### config.mk
export PLATFORM = sky130hd
export DESIGN_NAME = rf_sequencer_flat
export DESIGN_NICKNAME = d
export VERILOG_FILES = /design/src/rtl/rf_seq_pkg.sv /design/src/rtl/rf_sequencer_if.sv /design/src/rtl/rf_alu.sv /design/src/rtl/rf_sequencer.sv /design/src/flat_wrapper.sv
export SDC_FILE = /design/constraint.sdc
export NUM_CORES = 1
export LEC_CHECK = 0
export BUFFER_PORTS_ARGS = -buffer_cell sky130_fd_sc_hd__buf_4
export CAP_MARGIN = 15
export CORE_MARGIN = 4
export CORE_UTILIZATION = 45
export DETAILED_ROUTE_END_ITERATION = 10
export PLACE_DENSITY = 0.73
export SLEW_MARGIN = 5
export SYNTH_ARGS = -nofsm -noshare
export SYNTH_HDL_FRONTEND = slang
export SYNTH_SLANG_ARGS = --single-unit
export TNS_END_PERCENT = 10
### constraint.sdc
create_clock -name clk -period 3.2 [get_ports clk]
set_clock_uncertainty 0.15 [all_clocks]
set_input_delay 0.32 -clock clk [delete_from_list [all_inputs] [get_ports clk]]
set_output_delay 0.32 -clock clk [all_outputs]
set_load 0.1 [all_outputs]
### src/rtl/rf_seq_pkg.sv
// Shared definitions for the register-file sequencer: opcode and FSM state
// encodings plus the default address/data widths.
package rf_seq_pkg;

  localparam int unsigned N_DEF = 4;
  localparam int unsigned W_DEF = 16;

  typedef enum logic [2:0] {
    OP_NOP = 3'd0,
    OP_ADD = 3'd1,
    OP_SUB = 3'd2,
    OP_AND = 3'd3,
    OP_OR  = 3'd4,
    OP_XOR = 3'd5,
    OP_MOV = 3'd6,
    OP_LDI = 3'd7
  } op_e;

  typedef enum logic [1:0] {
    ST_IDLE = 2'd0,
    ST_READ = 2'd1,
    ST_EXEC = 2'd2,
    ST_WB   = 2'd3
  } state_e;

endpackage

### src/rtl/rf_sequencer_if.sv
// Command and register-file bus of the sequencer.
//   master : command issuer (drives cmd_*, observes ready/done/result/flags)
//   slave  : the sequencer itself
//   rf     : register file (takes write/address lines, returns read data)
interface rf_sequencer_if #(
  parameter int unsigned N = rf_seq_pkg::N_DEF,
  parameter int unsigned W = rf_seq_pkg::W_DEF
) ();
  import rf_seq_pkg::*;

  logic         cmd_valid;
  logic         cmd_ready;
  op_e          cmd_op;
  logic [N-1:0] cmd_rd;
  logic [N-1:0] cmd_rs1;
  logic [N-1:0] cmd_rs2;
  logic [W-1:0] cmd_imm;

  logic         done;
  logic [W-1:0] result;
  logic         flag_zero;
  logic         flag_carry;

  logic         rf_we;
  logic [N-1:0] rf_addr_rd;
  logic [N-1:0] rf_addr_rs1;
  logic [N-1:0] rf_addr_rs2;
  logic [W-1:0] rf_data_in;
  logic [W-1:0] rf_rs1;
  logic [W-1:0] rf_rs2;

  modport master (
    output cmd_valid, cmd_op, cmd_rd, cmd_rs1, cmd_rs2, cmd_imm,
    input  cmd_ready, done, result, flag_zero, flag_carry
  );

  modport slave (
    input  cmd_valid, cmd_op, cmd_rd, cmd_rs1, cmd_rs2, cmd_imm,
    output cmd_ready, done, result, flag_zero, flag_carry,
    output rf_we, rf_addr_rd, rf_addr_rs1, rf_addr_rs2, rf_data_in,
    input  rf_rs1, rf_rs2
  );

  modport rf (
    input  rf_we, rf_addr_rd, rf_addr_rs1, rf_addr_rs2, rf_data_in,
    output rf_rs1, rf_rs2
  );

endinterface

### src/rtl/rf_alu.sv
// Combinational ALU for the sequencer.
//   i_op      : opcode
//   i_a, i_b  : source operands
//   i_imm     : immediate (LDI only)
//   o_y_c     : result, modulo 2**W
//   o_carry_c : ADD carry-out / SUB borrow, 0 otherwise
//   o_zero_c  : result == 0
module rf_alu
  import rf_seq_pkg::*;
#(
  parameter int unsigned W = W_DEF
) (
  input  op_e          i_op,
  input  logic [W-1:0] i_a,
  input  logic [W-1:0] i_b,
  input  logic [W-1:0] i_imm,
  output logic [W-1:0] o_y_c,
  output logic         o_carry_c,
  output logic         o_zero_c
);

  logic [W:0] w_sum;

  always_comb begin
    w_sum     = '0;
    o_y_c     = '0;
    o_carry_c = 1'b0;
    case (i_op)
      OP_ADD: begin
        w_sum     = {1'b0, i_a} + {1'b0, i_b};
        o_y_c     = w_sum[W-1:0];
        o_carry_c = w_sum[W];
      end
      OP_SUB: begin
        // Top bit of the widened difference is set exactly when a < b
        w_sum     = {1'b0, i_a} - {1'b0, i_b};
        o_y_c     = w_sum[W-1:0];
        o_carry_c = w_sum[W];
      end
      OP_AND:  o_y_c = i_a & i_b;
      OP_OR:   o_y_c = i_a | i_b;
      OP_XOR:  o_y_c = i_a ^ i_b;
      OP_MOV:  o_y_c = i_a;
      OP_LDI:  o_y_c = i_imm;
      default: o_y_c = '0;
    endcase
    o_zero_c = (o_y_c == '0);
  end

endmodule

### src/rtl/rf_sequencer.sv
// Four-phase command sequencer: IDLE -> READ -> EXEC -> WB, one command per
// four cycles. Reads two registers, runs the ALU, writes the destination.
//   clk, rst  : clock, synchronous active-high reset
//   bus (slave): command handshake, retire status, register-file port
module rf_sequencer
  import rf_seq_pkg::*;
#(
  parameter int unsigned N = N_DEF,
  parameter int unsigned W = W_DEF
) (
  input  logic          clk,
  input  logic          rst,
  rf_sequencer_if.slave bus
);

  state_e       r_state,    w_state;
  logic         r_ready,    w_ready;
  logic         r_done,     w_done;
  logic         r_we,       w_we;
  op_e          r_op,       w_op;
  logic [N-1:0] r_rd,       w_rd;
  logic [W-1:0] r_imm,      w_imm;
  logic [W-1:0] r_a,        w_a;
  logic [W-1:0] r_b,        w_b;
  logic [N-1:0] r_addr_rd,  w_addr_rd;
  logic [N-1:0] r_addr_rs1, w_addr_rs1;
  logic [N-1:0] r_addr_rs2, w_addr_rs2;
  logic [W-1:0] r_data_in,  w_data_in;
  logic [W-1:0] r_result,   w_result;
  logic         r_zero,     w_zero;
  logic         r_carry,    w_carry;

  logic [W-1:0] w_alu_y;
  logic         w_alu_carry;
  logic         w_alu_zero;

  rf_alu #(.W(W)) u_alu (
    .i_op      (r_op),
    .i_a       (r_a),
    .i_b       (r_b),
    .i_imm     (r_imm),
    .o_y_c     (w_alu_y),
    .o_carry_c (w_alu_carry),
    .o_zero_c  (w_alu_zero)
  );

  // State and registered outputs
  always_ff @(posedge clk) begin
    if (rst) begin
      r_state    <= ST_IDLE;
      r_ready    <= 1'b1;
      r_done     <= 1'b0;
      r_we       <= 1'b0;
      r_op       <= OP_NOP;
      r_rd       <= '0;
      r_imm      <= '0;
      r_a        <= '0;
      r_b        <= '0;
      r_addr_rd  <= '0;
      r_addr_rs1 <= '0;
      r_addr_rs2 <= '0;
      r_data_in  <= '0;
      r_result   <= '0;
      r_zero     <= 1'b0;
      r_carry    <= 1'b0;
    end else begin
      r_state    <= w_state;
      r_ready    <= w_ready;
      r_done     <= w_done;
      r_we       <= w_we;
      r_op       <= w_op;
      r_rd       <= w_rd;
      r_imm      <= w_imm;
      r_a        <= w_a;
      r_b        <= w_b;
      r_addr_rd  <= w_addr_rd;
      r_addr_rs1 <= w_addr_rs1;
      r_addr_rs2 <= w_addr_rs2;
      r_data_in  <= w_data_in;
      r_result   <= w_result;
      r_zero     <= w_zero;
      r_carry    <= w_carry;
    end
  end

  // Next state; outputs are computed one cycle ahead so they are registered
  // on entry to the state that presents them.
  always_comb begin
    w_state    = r_state;
    w_ready    = 1'b0;
    w_done     = 1'b0;
    w_we       = 1'b0;
    w_op       = r_op;
    w_rd       = r_rd;
    w_imm      = r_imm;
    w_a        = r_a;
    w_b        = r_b;
    w_addr_rd  = r_addr_rd;
    w_addr_rs1 = r_addr_rs1;
    w_addr_rs2 = r_addr_rs2;
    w_data_in  = r_data_in;
    w_result   = r_result;
    w_zero     = r_zero;
    w_carry    = r_carry;

    case (r_state)
      ST_IDLE: begin
        w_ready = 1'b1;
        if (bus.cmd_valid && r_ready) begin
          w_state    = ST_READ;
          w_ready    = 1'b0;
          w_op       = bus.cmd_op;
          w_rd       = bus.cmd_rd;
          w_imm      = bus.cmd_imm;
          w_addr_rs1 = bus.cmd_rs1;
          w_addr_rs2 = bus.cmd_rs2;
        end
      end
      ST_READ: begin
        w_state = ST_EXEC;
        w_a     = bus.rf_rs1;
        w_b     = bus.rf_rs2;
      end
      ST_EXEC: begin
        w_state   = ST_WB;
        w_done    = 1'b1;
        w_addr_rd = r_rd;
        w_data_in = w_alu_y;
        // NOP retires without writing or disturbing result/flags
        if (r_op != OP_NOP) begin
          w_we     = 1'b1;
          w_result = w_alu_y;
          w_zero   = w_alu_zero;
          w_carry  = w_alu_carry;
        end
      end
      ST_WB: begin
        w_state = ST_IDLE;
        w_ready = 1'b1;
      end
      default: w_state = ST_IDLE;
    endcase
  end

  assign bus.cmd_ready   = r_ready;
  assign bus.done        = r_done;
  assign bus.result      = r_result;
  assign bus.flag_zero   = r_zero;
  assign bus.flag_carry  = r_carry;
  assign bus.rf_we       = r_we;
  assign bus.rf_addr_rd  = r_addr_rd;
  assign bus.rf_addr_rs1 = r_addr_rs1;
  assign bus.rf_addr_rs2 = r_addr_rs2;
  assign bus.rf_data_in  = r_data_in;

endmodule

### src/flat_wrapper.sv
// flat-port wrapper written by rule: the top's interface ports become plain ports
module rf_sequencer_flat import rf_seq_pkg::*;
#(
  parameter int unsigned N = N_DEF,
  parameter int unsigned W = W_DEF
)
  (clk, rst, bus_cmd_valid, bus_cmd_op, bus_cmd_rd, bus_cmd_rs1, bus_cmd_rs2, bus_cmd_imm, bus_cmd_ready, bus_done, bus_result, bus_flag_zero, bus_flag_carry, bus_rf_we, bus_rf_addr_rd, bus_rf_addr_rs1, bus_rf_addr_rs2, bus_rf_data_in, bus_rf_rs1, bus_rf_rs2);
  rf_sequencer_if #(.N(N), .W(W)) bus_i ();
  input  logic clk;
  input  logic rst;
  input wire logic [$bits(bus_i.cmd_valid)-1:0] bus_cmd_valid;
  input wire logic [$bits(bus_i.cmd_op)-1:0] bus_cmd_op;
  input wire logic [$bits(bus_i.cmd_rd)-1:0] bus_cmd_rd;
  input wire logic [$bits(bus_i.cmd_rs1)-1:0] bus_cmd_rs1;
  input wire logic [$bits(bus_i.cmd_rs2)-1:0] bus_cmd_rs2;
  input wire logic [$bits(bus_i.cmd_imm)-1:0] bus_cmd_imm;
  output wire logic [$bits(bus_i.cmd_ready)-1:0] bus_cmd_ready;
  output wire logic [$bits(bus_i.done)-1:0] bus_done;
  output wire logic [$bits(bus_i.result)-1:0] bus_result;
  output wire logic [$bits(bus_i.flag_zero)-1:0] bus_flag_zero;
  output wire logic [$bits(bus_i.flag_carry)-1:0] bus_flag_carry;
  output wire logic [$bits(bus_i.rf_we)-1:0] bus_rf_we;
  output wire logic [$bits(bus_i.rf_addr_rd)-1:0] bus_rf_addr_rd;
  output wire logic [$bits(bus_i.rf_addr_rs1)-1:0] bus_rf_addr_rs1;
  output wire logic [$bits(bus_i.rf_addr_rs2)-1:0] bus_rf_addr_rs2;
  output wire logic [$bits(bus_i.rf_data_in)-1:0] bus_rf_data_in;
  input wire logic [$bits(bus_i.rf_rs1)-1:0] bus_rf_rs1;
  input wire logic [$bits(bus_i.rf_rs2)-1:0] bus_rf_rs2;
  assign bus_i.cmd_valid = bus_cmd_valid;
  assign bus_i.cmd_op = bus_cmd_op;
  assign bus_i.cmd_rd = bus_cmd_rd;
  assign bus_i.cmd_rs1 = bus_cmd_rs1;
  assign bus_i.cmd_rs2 = bus_cmd_rs2;
  assign bus_i.cmd_imm = bus_cmd_imm;
  assign bus_cmd_ready = bus_i.cmd_ready;
  assign bus_done = bus_i.done;
  assign bus_result = bus_i.result;
  assign bus_flag_zero = bus_i.flag_zero;
  assign bus_flag_carry = bus_i.flag_carry;
  assign bus_rf_we = bus_i.rf_we;
  assign bus_rf_addr_rd = bus_i.rf_addr_rd;
  assign bus_rf_addr_rs1 = bus_i.rf_addr_rs1;
  assign bus_rf_addr_rs2 = bus_i.rf_addr_rs2;
  assign bus_rf_data_in = bus_i.rf_data_in;
  assign bus_i.rf_rs1 = bus_rf_rs1;
  assign bus_i.rf_rs2 = bus_rf_rs2;
  rf_sequencer #(.N(N), .W(W)) u_core (.clk(clk), .rst(rst), .bus(bus_i));
endmodule
# ---- Word-level counts from Yosys, hierarchy flattened
# Cells that the tools add are included.
dict set report word_totals {
  romBits 0
  mem_bits_rw 0
  n_memories 0
  out_inout_bits 49
  reg_bits 106
  word_cells 48
  in_bits 66
  latch_bits 0
}
dict set report op_classes {
  shifts 0
  div 0
  muxes 8
  bitwise 4
  n_eq_ne 11
  addsub 2
  multipliers 0
  n_reduce_logical 7
  order_cmp 0
}
# op n
set op_table {}
lappend op_table {{case mux 16 bit (7 select lines)} 1}
lappend op_table {{adder 16 x 16 -> 17 bit} 1}
lappend op_table {{subtractor 16 x 16 -> 17 bit} 1}
lappend op_table {{AND 16 bit} 1}
lappend op_table {{logical NOT 16 bit} 1}
lappend op_table {{OR 16 bit} 1}
lappend op_table {{XOR 16 bit} 1}
lappend op_table {{equality test 3 bit (second input constant)} 4}
lappend op_table {{case mux 2 bit (4 select lines)} 1}
lappend op_table {{equality test 3 x 2 -> 1 bit (second input constant)} 2}
lappend op_table {{equality test 2 bit (second input constant)} 2}
lappend op_table {{case mux 1 bit (2 select lines)} 2}
lappend op_table {{AND reduction 2 bit} 2}
lappend op_table {{equality test 3 x 1 -> 1 bit (second input constant)} 1}
lappend op_table {{2-to-1 mux 1 bit} 3}
lappend op_table {{nonzero test 3 bit} 1}
lappend op_table {{equality test 2 x 1 -> 1 bit (second input constant)} 1}
lappend op_table {{logical NOT 2 bit} 1}
lappend op_table {{2-to-1 mux 2 bit} 1}
lappend op_table {{!= test 2 x 1 -> 1 bit (second input constant)} 1}
lappend op_table {{OR reduction 2 bit} 1}
lappend op_table {{logical AND 1 bit} 1}
lappend op_table {{NOT 1 bit} 1}

# ---- Logic depth before layout (Yosys ltp)
dict set report depth {
  ltp_word 3
  ltp_mapped 13
}

# ---- Modules after synthesis
# A second synthesis with hierarchy kept.
dict set report hier_totals {
  cells_unflattened 844
  area_unflattened_um2 6834.1
}
# mod cells_each n_inst area_each_um2
set by_module_without_submodules {}
lappend by_module_without_submodules {rf_sequencer 406 1 3802.4}
lappend by_module_without_submodules {rf_alu 438 1 3031.7}

# ---- Worst setup path after synthesis
# OpenSTA, ideal clock, no wires.
dict set report synth_path {
  path_type {reg-to-reg}
  start {register u_core.r_a[0]}
  end {register u_core.r_result[14] (netlist: u_core.bus.result[14])}
  setup_time_ps 70
  t_arrival_ps 2755
  stages_incl_launch_ff 14
  path_buffers 0
  period_less_slack_ps 2975
  slack_ps 225
  t_required_ps 2980
  cell_sequence {dfxtp_1 > inv_1 > ha_1 > inv_1 > fa_1 > nor2b_1 > o21ai_0 > a21oi_1 > o221a_2 > or4_1 > nand3_1 > o2bb2ai_1 > nand2_1 > a21oi_1}
}
dict set report synth_via {
  elab_chain_cells 2
  word_cells_on_any_way 3
  classes_between {add/sub: 2; mux: 1}
}
# item line_no
set synth_lines {}
lappend synth_lines {{start: declaration} rf_sequencer.sv:23} ;# logic [W-1:0] r_a, w_a;
lappend synth_lines {{start signal: assignment} rf_sequencer.sv:74} ;# r_a <= w_a;
lappend synth_lines {{subtractor 16 x 16 -> 17 bit or adder 16 x 16 -> 17 bit (tied branches)} {rf_alu.sv:36, rf_alu.sv:30}}
lappend synth_lines {{case mux 16 bit (7 select lines) *} rf_alu.sv:28} ;# case (i_op)
lappend synth_lines {{end signal: assignment} rf_sequencer.sv:80} ;# r_result <= w_result;
lappend synth_lines {{end: declaration} rf_sequencer.sv:29} ;# logic [W-1:0] r_result, w_result;
# Mark *: on every way between the ends. The rest lies on a longest branch, timed or not.
# A chain may end at the register's enable or synchronous reset.

# ---- Final worst setup path
dict set report layout_path {
  start {register u_core.r_b[4]}
  end {register u_core.r_zero (netlist: u_core.bus.flag_zero)}
}
dict set report layout_via {
  elab_chain_cells 3
  word_cells_on_any_way 7
  classes_between {add/sub: 2; mux: 1; bitwise: 3; reduce/logical: 1}
}
# item line_no
set layout_lines {}
lappend layout_lines {{start: declaration} rf_sequencer.sv:24} ;# logic [W-1:0] r_b, w_b;
lappend layout_lines {{start signal: assignment} rf_sequencer.sv:75} ;# r_b <= w_b;
lappend layout_lines {{subtractor 16 x 16 -> 17 bit (tied with other cells)} rf_alu.sv:36} ;# w_sum = {1'b0, i_a} - {1'b0, i_b};
lappend layout_lines {{case mux 16 bit (7 select lines) *} rf_alu.sv:28}
lappend layout_lines {{logical NOT 16 bit *} rf_alu.sv:47} ;# o_zero_c = (o_y_c == '0);
lappend layout_lines {{end signal: assignment} rf_sequencer.sv:81} ;# r_zero <= w_zero;
lappend layout_lines {{end: declaration} rf_sequencer.sv:30} ;# logic r_zero, w_zero;
# Marked as above.

==> run summary <==
# port buffers -> 114
Switching Share -> 44.8%
Synthesized Nets -> 976
Post-Route WL -> 19,200 um
Cts bufs inserted -> 9
Hold wc startpoint -> bus_rf_rs2[10]
Syn_area_per_cell -> 7.88 sq um
Die H -> 130 um
Critical-path top delay cell -> or4b_1
Vias -> 6,514
Area of the multi-input gates -> 0.00436 sq mm
Ys Warns -> 0
DRC viols -> 0
Violation count after the first detailed-route iteration -> 603
Post-DP Area -> 0.00803 sq mm
Worst r2r path cells -> 13
Die Wd -> 130 um
NetSw -> 0.00297 W
Final WS setup -> 0.0935 ns
Max Transition Viols Final -> 0
Max cap viols -> 0
R2r endpoint -> u_core.bus.flag_zero
Initial core utilization -> 46.0%
CP Launch Type -> flop
Most used cell, CP -> buf_4
ANT cells -> 0
# IOs -> 115
Area added between synthesis and finish -> 28.1%
Critical Path AT -> 3.24 ns
Critical path buffers and inverters -> 3
DRT Pass-1 Iters -> 5
Via/cell ratio -> 5.57
Fin. Hold Viols -> 0
Worst R2R Setup Slack -> 0.09 ns
# fillers -> 1,339
Wire length per cell -> 16.4 um
Min-Delay Path Class -> primary input to flop
P_int -> 0.00366 W
CP endpoint kind -> flop
Layout cells sized above 1 -> 26.6%
Global route overflow -> 0
RSZ-0062 raised after global routing -> yes
EDFF count, synth -> 0
Yosys reg bits -> 106
Netlist cell types -> 73
Number of global-route vias before repair -> 5,874
Routed Antenna Nets -> 0
Row count -> 44
Power share of the clock group -> 16.7%
Final Cycle Share -> 97.1%
Post-synth top flop -> dfxtp_1
Setup violators final -> 0
Largest fanout on the critical path -> 6
Skew-Pair Late Insertion Delay -> 0.36 ns
Crit-path max cell delay -> 0.46 ns
Largest net degree at the start of global routing -> 55
Clock slew at reported path FFs -> 0.08 ns
Die area -> 0.0169 sq mm
F_max -> 322 MHz
Kind of critical path -> flop to flop
Hold depth -> 3
Sequential power share -> 25.8%
Cells after synthesis -> 852
Reg area -> 0.00213 sq mm
CTS tree -> yes
Fin crit period -> 3.11 ns
Global-route wire length before repair -> 30,000 um
Sequential element share of the synthesized area -> 31.6%
Post-Syn Area -> 0.00671 sq mm
Crit Reg-Reg Startpoint -> u_core.r_b[4]
Status -> finished clean
GP Congestion -> 0.975
WHS Endpoint -> u_core.r_b[10]
Core Area -> 0.0146 sq mm
CTS max path bufs -> 2
Worst IR drop on VDD -> 0.317 mV
PwrDens -> 772 mW/mm^2
Finished Core Util -> 58.9%
Async SR Flop Fraction -> 0%
Leak pwr -> 3.57 nW
Cell Chain, Critical Path -> inv_1 -> ha_2 -> buf_4 -> nor3_1 -> o21ai_2 -> buf_4 -> a21oi_2 -> o221a_2 -> nor2_1 -> or4b_1 -> o31ai_1 -> nand4_1 -> o31ai_2
Tot GR Track Use -> 22.2%
Worst-margin pin slew -> 0.569 ns
CP top delay family -> simple AND/OR/NAND/NOR gates
Max H-tree Level -> 3
Clock sinks -> 106
Final instance area -> 0.00860 sq mm
Final nets -> 1,104
Dpl hpwl -> 14,400 um
Initial antenna violation count -> 0
Slew HR -> 62.1%
CP required -> 3.33 ns
Root Driver -> clkbuf_16
Combinational Power Share -> 57.4%
Pre-CTS setup slack -> -0.0754 ns
metal layers:
| layer | track usage, % | up-vias | wire (um) |
|---|---|---|---|
| met5 | 0 | - | 0 |
| li1 | - | 3214 | - |
| met4 | 9.78 | 0 | 554 |
| met1 | 31.1 | 3018 | 8680 |
| met2 | 33.6 | 248 | 8430 |
| met3 | 3.89 | 34 | 1520 |
final cells by class:
class | instances | share of cell area [%]
flip-flops and latches | 106 | 24.7
clock buffers | 10 | 2.78
well taps | 184 | 2.68
inverters | 63 | 2.81
clock inverters | 6 | 0.684
multi-input cells | 625 | 50.7
repair buffers | 175 | 15.6
synthesized netlist by cell type, types with 5 or more instances:
master	count	area, sq um
nor2_1	75	282
o21a_1	5	37.5
nand2_1	133	499
nor2b_1	9	56.3
o21ai_0	31	155
mux2i_1	36	360
a221oi_1	6	52.6
or3_1	5	31.3
inv_1	60	225
dfxtp_1	106	2120
ha_1	56	701
a211oi_1	9	67.6
a22oi_1	9	67.6
nand3_1	16	80.1
o31ai_1	7	52.6
a21oi_1	95	475
nand2b_1	10	62.6
mux4_2	9	203
buf_2	10	50.1
nor4_1	5	31.3
clkbuf_1	41	154
a22o_1	5	43.8
nand4_1	5	31.3
o211ai_1	6	45.0
a21o_1	8	60.1
nor3_1	15	75.1
buf_1	5	18.8
stage by stage:
step           total power (W)  instances  TNS (ns)  hold WS (ns)
6_report               0.00664       1169         0        0.0370
2_1_floorplan          0.00420        852         0         0.283
3_3_place_gp           0.00516       1151   -0.0342         0.294
3_5_place_dp           0.00521       1151    -0.165         0.297
5_1_grt                0.00707       1169   -0.0569        0.0356
4_1_cts                0.00634       1167   -0.0245        0.0260
placed cells by master (no fill, tap or decap), drive strengths merged, types with 8 or more instances in the layout:
master,n
nand3,16
ha,56
clkbuf,10
a22oi,9
nor2b,9
mux2i,36
a21oi,95
nor3,15
a21o,8
o21ai,32
o31ai,9
nand2b,10
a211oi,9
dfxtp,106
buf,175
nand2,133
inv,65
nor2,75
mux4,9
flip-flops by register name, summed over array words and instances, names as in the netlist:
register and cells:
u_core.bus.rf_data_in 16, u_core.bus.rf_addr_rs2 4, u_core.bus.rf_addr_rd 4, u_core.r_state 2, u_core.r_imm 16, u_core.r_b 16, u_core.r_rd 4, u_core.bus.flag_carry 1
u_core.bus.rf_addr_rs1 4, u_core.bus.rf_we 1, u_core.bus.cmd_ready 1, u_core.bus.done 1, u_core.bus.flag_zero 1, u_core.r_op 3, u_core.r_a 16, u_core.bus.result 16
worst register-to-register path, cell delays in order, from the launching register on:
cell and delay, ns:
dfxtp_1 0.36, inv_1 0.07, ha_2 0.34, buf_4 0.18
nor3_1 0.23, o21ai_2 0.13, buf_4 0.15, a21oi_2 0.17
o221a_2 0.26, nor2_1 0.05, or4b_1 0.46, o31ai_1 0.11
nand4_1 0.15, o31ai_2 0.22
how the worst max path moves through the flow:
stage                        startpoint                         to  slack [ns]  cells after the start
after floorplan           u_core.r_a[0]      u_core.bus.result[14]        0.22                     13
after global placement    u_core.r_a[0]  u_core.bus.rf_data_in[14]       -0.02                     13
after detailed placement  u_core.r_a[0]  u_core.bus.rf_data_in[14]       -0.08                     13
after CTS                 u_core.r_b[1]       u_core.bus.flag_zero       -0.02                     11
after global routing      u_core.r_a[6]       u_core.bus.flag_zero       -0.06                     12
final                     u_core.r_b[4]       u_core.bus.flag_zero        0.09                     13
kinds of logic (layout without fill, tap and decap cells):
| group | count (synthesis) | after routing | synth area share [%] |
|---|---|---|---|
| xor gates and xnor gates | 3 | 3 | 0.392 |
| and+or+nand+nor | 295 | 295 | 19.6 |
| muxes | 49 | 49 | 9.06 |
| DFF | 106 | 106 | 31.6 |
| buffers and inverters | 121 | 254 | 7.20 |
| adders and majority gates | 58 | 58 | 11.0 |
| AOI/OAI and AO/OA | 220 | 220 | 21.1 |
what timing repair did:
action | CTS | global route
setup buffers | 0 | 2
pin swaps | 0 | 16
hold buffers | 0 | 0
gates cloned | 0 | 0
setup endpoints to repair | 3 | 13
resized for setup | 1 | 57
power groups by stage:
| stage | clock network (W) | logic [W] | registers [W] |
|---|---|---|---|
| finish | 0.00111 | 0.00381 | 0.00171 |
| global route | 0.00119 | 0.00413 | 0.00175 |
| CTS | 0.00114 | 0.00349 | 0.00171 |
| detailed placement | 0 | 0.00347 | 0.00174 |
| global placement | 0 | 0.00343 | 0.00173 |
| floorplan | 0 | 0.00219 | 0.00201 |
Note: power is estimated with default switching activity, not from simulation.
